<file path="src/rtl/arb_pkg.sv">
// Shared types and width helpers for the round-robin arbiter.
package arb_pkg;

   typedef enum logic [1:0] {
      IDLE    = 2'd0,
      GRANT   = 2'd1,
      RELEASE = 2'd2
   } arb_state_t;

   localparam int DEFAULT_N        = 4;
   localparam int DEFAULT_MAX_HOLD = 16;

   // Bits needed to index n items. A single item still needs one bit.
   function automatic int width_of(input int n);
      return (n > 1) ? $clog2(n) : 1;
   endfunction

   localparam int DEFAULT_PTR_W = width_of(DEFAULT_N);
   localparam int DEFAULT_CNT_W = width_of(DEFAULT_MAX_HOLD);

endpackage

</file>
<file path="src/rtl/rr_arbiter_pick.sv">
// Rotating-priority picker: finds the first set request at or above ptr,
// wrapping modulo N.
module rr_pick
   import arb_pkg::*;
#(
   parameter int N  = DEFAULT_N,
   parameter int PW = width_of(N)
) (
   input  logic [N-1:0]  req,
   input  logic [PW-1:0] ptr,
   output logic          valid,
   output logic [PW-1:0] idx,
   output logic [N-1:0]  sel
);

   logic [PW-1:0] cand;

   // Scan from ptr upward; the first hit wins and later hits are ignored.
   always_comb begin
      valid = 1'b0;
      idx   = '0;
      sel   = '0;
      cand  = '0;
      for (int i = 0; i < N; i++) begin
         cand = PW'((int'(ptr) + i) % N);
         if (!valid && req[cand]) begin
            valid     = 1'b1;
            idx       = cand;
            sel       = '0;
            sel[cand] = 1'b1;
         end
      end
   end

endmodule

</file>
<file path="src/rtl/rr_arbiter.sv">
// Round-robin arbiter with IDLE/GRANT/RELEASE control, a hold limit and a
// one-cycle turnaround between grants.
module rr_arbiter
   import arb_pkg::*;
#(
   parameter int N        = DEFAULT_N,
   parameter int MAX_HOLD = DEFAULT_MAX_HOLD
) (
   input  logic                 clock,
   input  logic                 n_reset,
   input  logic [N-1:0]         req,
   input  logic                 done,
   output logic [N-1:0]         grant,
   output logic [$clog2(N)-1:0] owner,
   output logic                 busy,
   output logic                 timeout
);

   localparam int PW = width_of(N);
   localparam int CW = width_of(MAX_HOLD);

   arb_state_t    state_q, state_d;
   logic [N-1:0]  grant_q, grant_d;
   logic [PW-1:0] owner_q, owner_d;
   logic [PW-1:0] ptr_q, ptr_d;
   logic [CW-1:0] cnt_q, cnt_d;
   logic          timeout_q, timeout_d;

   logic          pick_valid;
   logic [PW-1:0] pick_idx;
   logic [N-1:0]  pick_sel;
   logic          at_limit;
   logic          owner_req;

   rr_pick #(
      .N  (N),
      .PW (PW)
   ) u_pick (
      .req   (req),
      .ptr   (ptr_q),
      .valid (pick_valid),
      .idx   (pick_idx),
      .sel   (pick_sel)
   );

   assign at_limit  = (cnt_q == CW'(MAX_HOLD - 1));
   assign owner_req = req[owner_q];

   // Next-state logic: grant entry, release causes, pointer rotation.
   always_comb begin
      state_d   = state_q;
      grant_d   = grant_q;
      owner_d   = owner_q;
      ptr_d     = ptr_q;
      cnt_d     = cnt_q;
      timeout_d = 1'b0;
      unique case (state_q)
         IDLE: begin
            grant_d = '0;
            if (pick_valid) begin
               state_d = GRANT;
               grant_d = pick_sel;
               owner_d = pick_idx;
               cnt_d   = '0;
            end
         end
         GRANT: begin
            if (done || !owner_req || at_limit) begin
               state_d   = RELEASE;
               grant_d   = '0;
               ptr_d     = (owner_q == PW'(N - 1)) ? '0 : owner_q + 1'b1;
               timeout_d = at_limit && !done && owner_req;
            end else begin
               cnt_d = cnt_q + 1'b1;
            end
         end
         RELEASE: begin
            grant_d = '0;
            if (pick_valid) begin
               state_d = GRANT;
               grant_d = pick_sel;
               owner_d = pick_idx;
               cnt_d   = '0;
            end else begin
               state_d = IDLE;
            end
         end
         default: begin
            state_d = IDLE;
            grant_d = '0;
         end
      endcase
   end

   // State, counter, pointer and registered outputs.
   always_ff @(posedge clock or negedge n_reset) begin
      if (!n_reset) begin
         state_q   <= IDLE;
         grant_q   <= '0;
         owner_q   <= '0;
         ptr_q     <= '0;
         cnt_q     <= '0;
         timeout_q <= 1'b0;
      end else begin
         state_q   <= state_d;
         grant_q   <= grant_d;
         owner_q   <= owner_d;
         ptr_q     <= ptr_d;
         cnt_q     <= cnt_d;
         timeout_q <= timeout_d;
      end
   end

   assign grant   = grant_q;
   assign owner   = owner_q;
   assign busy    = (state_q == GRANT);
   assign timeout = timeout_q;

endmodule
</file>
<file path="config.mk">
export PLATFORM = sky130hd
export DESIGN_NAME = rr_arbiter
export DESIGN_NICKNAME = d
export VERILOG_FILES = /design/src/rtl/arb_pkg.sv /design/src/rtl/rr_arbiter_pick.sv /design/src/rtl/rr_arbiter.sv
export SDC_FILE = /design/constraint.sdc
export NUM_CORES = 1
export LEC_CHECK = 0
export BUFFER_PORTS_ARGS = -buffer_cell sky130_fd_sc_hd__buf_2
export CORE_MARGIN = 2
export CORE_UTILIZATION = 45
export CTS_BUF_LIST = sky130_fd_sc_hd__clkbuf_4 sky130_fd_sc_hd__clkbuf_8
export CTS_CLUSTER_DIAMETER = 100
export DETAILED_ROUTE_END_ITERATION = 6
export PLACE_DENSITY = 0.64
export SYNTH_ARGS = -nofsm -noshare
export SYNTH_HDL_FRONTEND = slang
export SYNTH_SLANG_ARGS = --single-unit
export TNS_END_PERCENT = 100
</file>
<file path="constraint.sdc">
create_clock -name clock -period 2.9 [get_ports clock]
set_input_delay 0.145 -clock clock [delete_from_list [all_inputs] [get_ports clock]]
set_output_delay 0.145 -clock clock [all_outputs]
set_load 0.05 [all_outputs]
</file>
==> flow_metrics.env <==
export IMPL_ys_warnings_count=0
export IMPL_rsz0062_at_grt="no"
export IMPL_timing_final_ws_setup_ns=0.4251
export IMPL_outcome="completed"
export IMPL_first_global_vias=822
export IMPL_yosysUniqueCellTypes=36
export IMPL_cts_buffers=3
export IMPL_clkSinkCount=15
export IMPL_die_h_um=54.44
export IMPL_post_cts_buffers=0
export IMPL_cp_start_kind="flip-flop"
export IMPL_cts_tree="built"
export IMPL_clock_path_buffers=2
export IMPL_ys_seq_elements=15
export IMPL_cts_root_buffer="clkbuf_4"
export IMPL_synthCells=108
export IMPL_slew_headroom_pct=59.52
export IMPL_p_leak_nw=0.5504
export IMPL_worst_endpoint_arrival_ns=2.62
export IMPL_drcViolationCount=0
export IMPL_core_rowCount=18
export IMPL_layout_cells_non_filler=153
export IMPL_stdcell_area_um2=1257
export IMPL_drtAntennaViolNets=0
export IMPL_clkPwrFrac_pct=8.7
export IMPL_slew_violations=0
export IMPL_final_cell_mix="dfrtp_1, buf_2, o21ai_0, ha_1"
export IMPL_place_worst_setup_slack_ns=0.4562
export IMPL_combPwrFrac_pct=68.3
export IMPL_finalCritPeriodShare_pct=85.34
export IMPL_setup_violations_final=0
export IMPL_crit_required_ns=3.04
export IMPL_final_setup_skew_ns=0.006720
export IMPL_clk_pin_slew_worst_paths_ns=0.10
export IMPL_vias_per_cell=6.098
export IMPL_internal_power_mw=0.6655
export IMPL_gp_congestion=0.7923
export IMPL_hold_viol_final=0
export IMPL_syn_to_final_growth_pct=9.836
export IMPL_rrSetupSlack_ns=0.43
export IMPL_fin_setup_tns_ns=0
export IMPL_synth_nets=124
export IMPL_io_buffer_count=14
export IMPL_htree_num_levels=1
export IMPL_max_freq_ghz=0.4041
export IMPL_swShare_pct=52.18
export IMPL_postPlaceCellArea_um2=1220
export IMPL_routedWlPerCell_um=15.44
export IMPL_ioPinCount=15
export IMPL_syn_cell_area_um2=1145
export IMPL_ir_worst_vdd_uv=597.7
export IMPL_worst_pin_slew_ns=0.6031
export IMPL_setup_worst_path_class="reg -> reg"
export IMPL_grtUsageTotal_pct=19.23
export IMPL_synth_top_cell_area_share_pct=32.79
export IMPL_grt_max_degree=16
export IMPL_antenna_found_initial=0
export IMPL_via_count=933
export IMPL_insertion_delay_ns=0.29
export IMPL_cap_viol_max_count=0
export IMPL_mostFrequentLayoutCell="dfrtp_1"
export IMPL_yosysTopAreaCell="dfrtp_1"
export IMPL_die_area_um2=2964
export IMPL_dpl_hpwl_um=1762
export IMPL_p_per_area_nw_per_um2=1107
export IMPL_ys_seq_area_share_pct=32.79
export IMPL_syn_avg_cell_area_um2=10.60
export IMPL_grt_pass1_wl_um=4022
export IMPL_sequentialPowerShare_pct=23.0
export IMPL_die_w_um=54.44
export IMPL_cp_end_kind="flip-flop"
export IMPL_initial_core_util_pct=46.64
export IMPL_final_util_pct=51.22
export IMPL_dr_pass1_iters=4
export IMPL_grt_overflow_total=0
export IMPL_routed_wl_um=2363
export IMPL_hold_class="in -> reg"
export IMPL_holdWs_ns=0.1265
export IMPL_ys_flop_type="dfrtp_1"
export IMPL_core_area_um2=2455
export IMPL_period_needed_ns=2.475
export IMPL_synth_edf_count=0
export IMPL_cp_max_fo=13
export IMPL_diodes=0
export IMPL_fillers=223
export IMPL_nets=140
export IMPL_power_switching_mw=0.7264
export IMPL_power_mw=1.392
export IMPL_place_inst=148
export IMPL_synthTopCellsByArea="dfrtp_1, ha_1, mux4_2, mux4_1, o21ai_0"
export IMPL_synth_async_reset_ratio_pct=100.0
export IMPL_drt_initial_drc_count=37
export IMPL_layout_drive_gt1_share_pct=22.76
-- cells in the mapped netlist, types with 2 or more instances --
master and n:
nor2_1 5, inv_1 6, mux4_1 2, o21ai_0 9, buf_6 3, a21oi_1 5, or3_1 2, mux2i_1 3
mux4_2 3, dfrtp_1 15, o31ai_1 5, buf_2 2, nand3_1 5, nand2_1 6, a221oi_1 5, ha_1 9
a32oi_1 4
-- worst paths after layout --
path | end | cells past startpoint | startpoint
min in group asynchronous | cnt_q[0]$_DFFE_PN0P_ | 2 | n_reset
max in group asynchronous | grant[0]$_DFFE_PN0P_ | 2 | n_reset
worst min-delay path | timeout$_DFF_PN0_ | 4 | done
worst max-delay path | grant[3]$_DFFE_PN0P_ | 6 | ptr_q[1]$_DFFE_PN0P_
worst max register to register | grant[3]$_DFFE_PN0P_ | 6 | ptr_q[1]$_DFFE_PN0P_
worst min register to register | grant[2]$_DFFE_PN0P_ | 2 | grant[2]$_DFFE_PN0P_
-- worst max-delay path, cell delays in order (launching register included) --
cell and delay (ns):
dfrtp_1 0.35, inv_1 0.11, ha_1 0.41, mux4_2 0.48, or4b_2 0.76, o21ai_0 0.12, o31ai_1 0.10
-- cells by family (layout without fill, tap and decap cells) --
logic type / count (synthesis) / after routing / synth area share, %
AOI/OAI and AO/OA: 37 / 37 / 24.37
adders and majority gates: 9 / 9 / 9.836
buffers and inverters: 12 / 27 / 6.120
DFF: 15 / 15 / 32.79
muxes: 9 / 9 / 14.10
and+or+nand+nor: 26 / 26 / 12.79
-- layout make-up --
| class | instances | area [um2] | share of cell area (%) |
|---|---|---|---|
| well taps | 30 | 37.54 | 2.985 |
| repair buffers | 17 | 95.09 | 7.562 |
| flip-flops and latches | 15 | 375.4 | 29.85 |
| clock buffers | 3 | 22.52 | 1.791 |
| inverters | 6 | 22.52 | 1.791 |
| clock inverters | 1 | 5.005 | 0.3980 |
| multi-input cells | 81 | 699.4 | 55.62 |
-- power by group through the flow --
stage          Combinational, mW  Sequential, mW  Clock, mW
6_report                   0.951           0.320      0.121
2_1_floorplan              0.675           0.436          0
3_3_place_gp               0.941           0.322          0
5_1_grt                     1.06           0.332      0.139
3_5_place_dp               0.947           0.326          0
4_1_cts                    0.953           0.321      0.128
-- timing repair --
item	CTS	global route
resized for setup	0	0
hold buffers	1	0
endpoints found under the hold margin	15	0
-- sequential cells by signal, summed over array words and instances, names as in the netlist --
name,count
cnt_q,4
grant,4
owner,2
ptr_q,2
state_q,2
timeout,1
-- metal layers --
layer / part of all wire, % / GRT usage [%]
met1: 50 / 27.93
met2: 46 / 28.92
met3: 3.6 / 4.918
met4: 0.38 / 3.750
met5: 0 / 0
(Power assumes the default switching activity.)
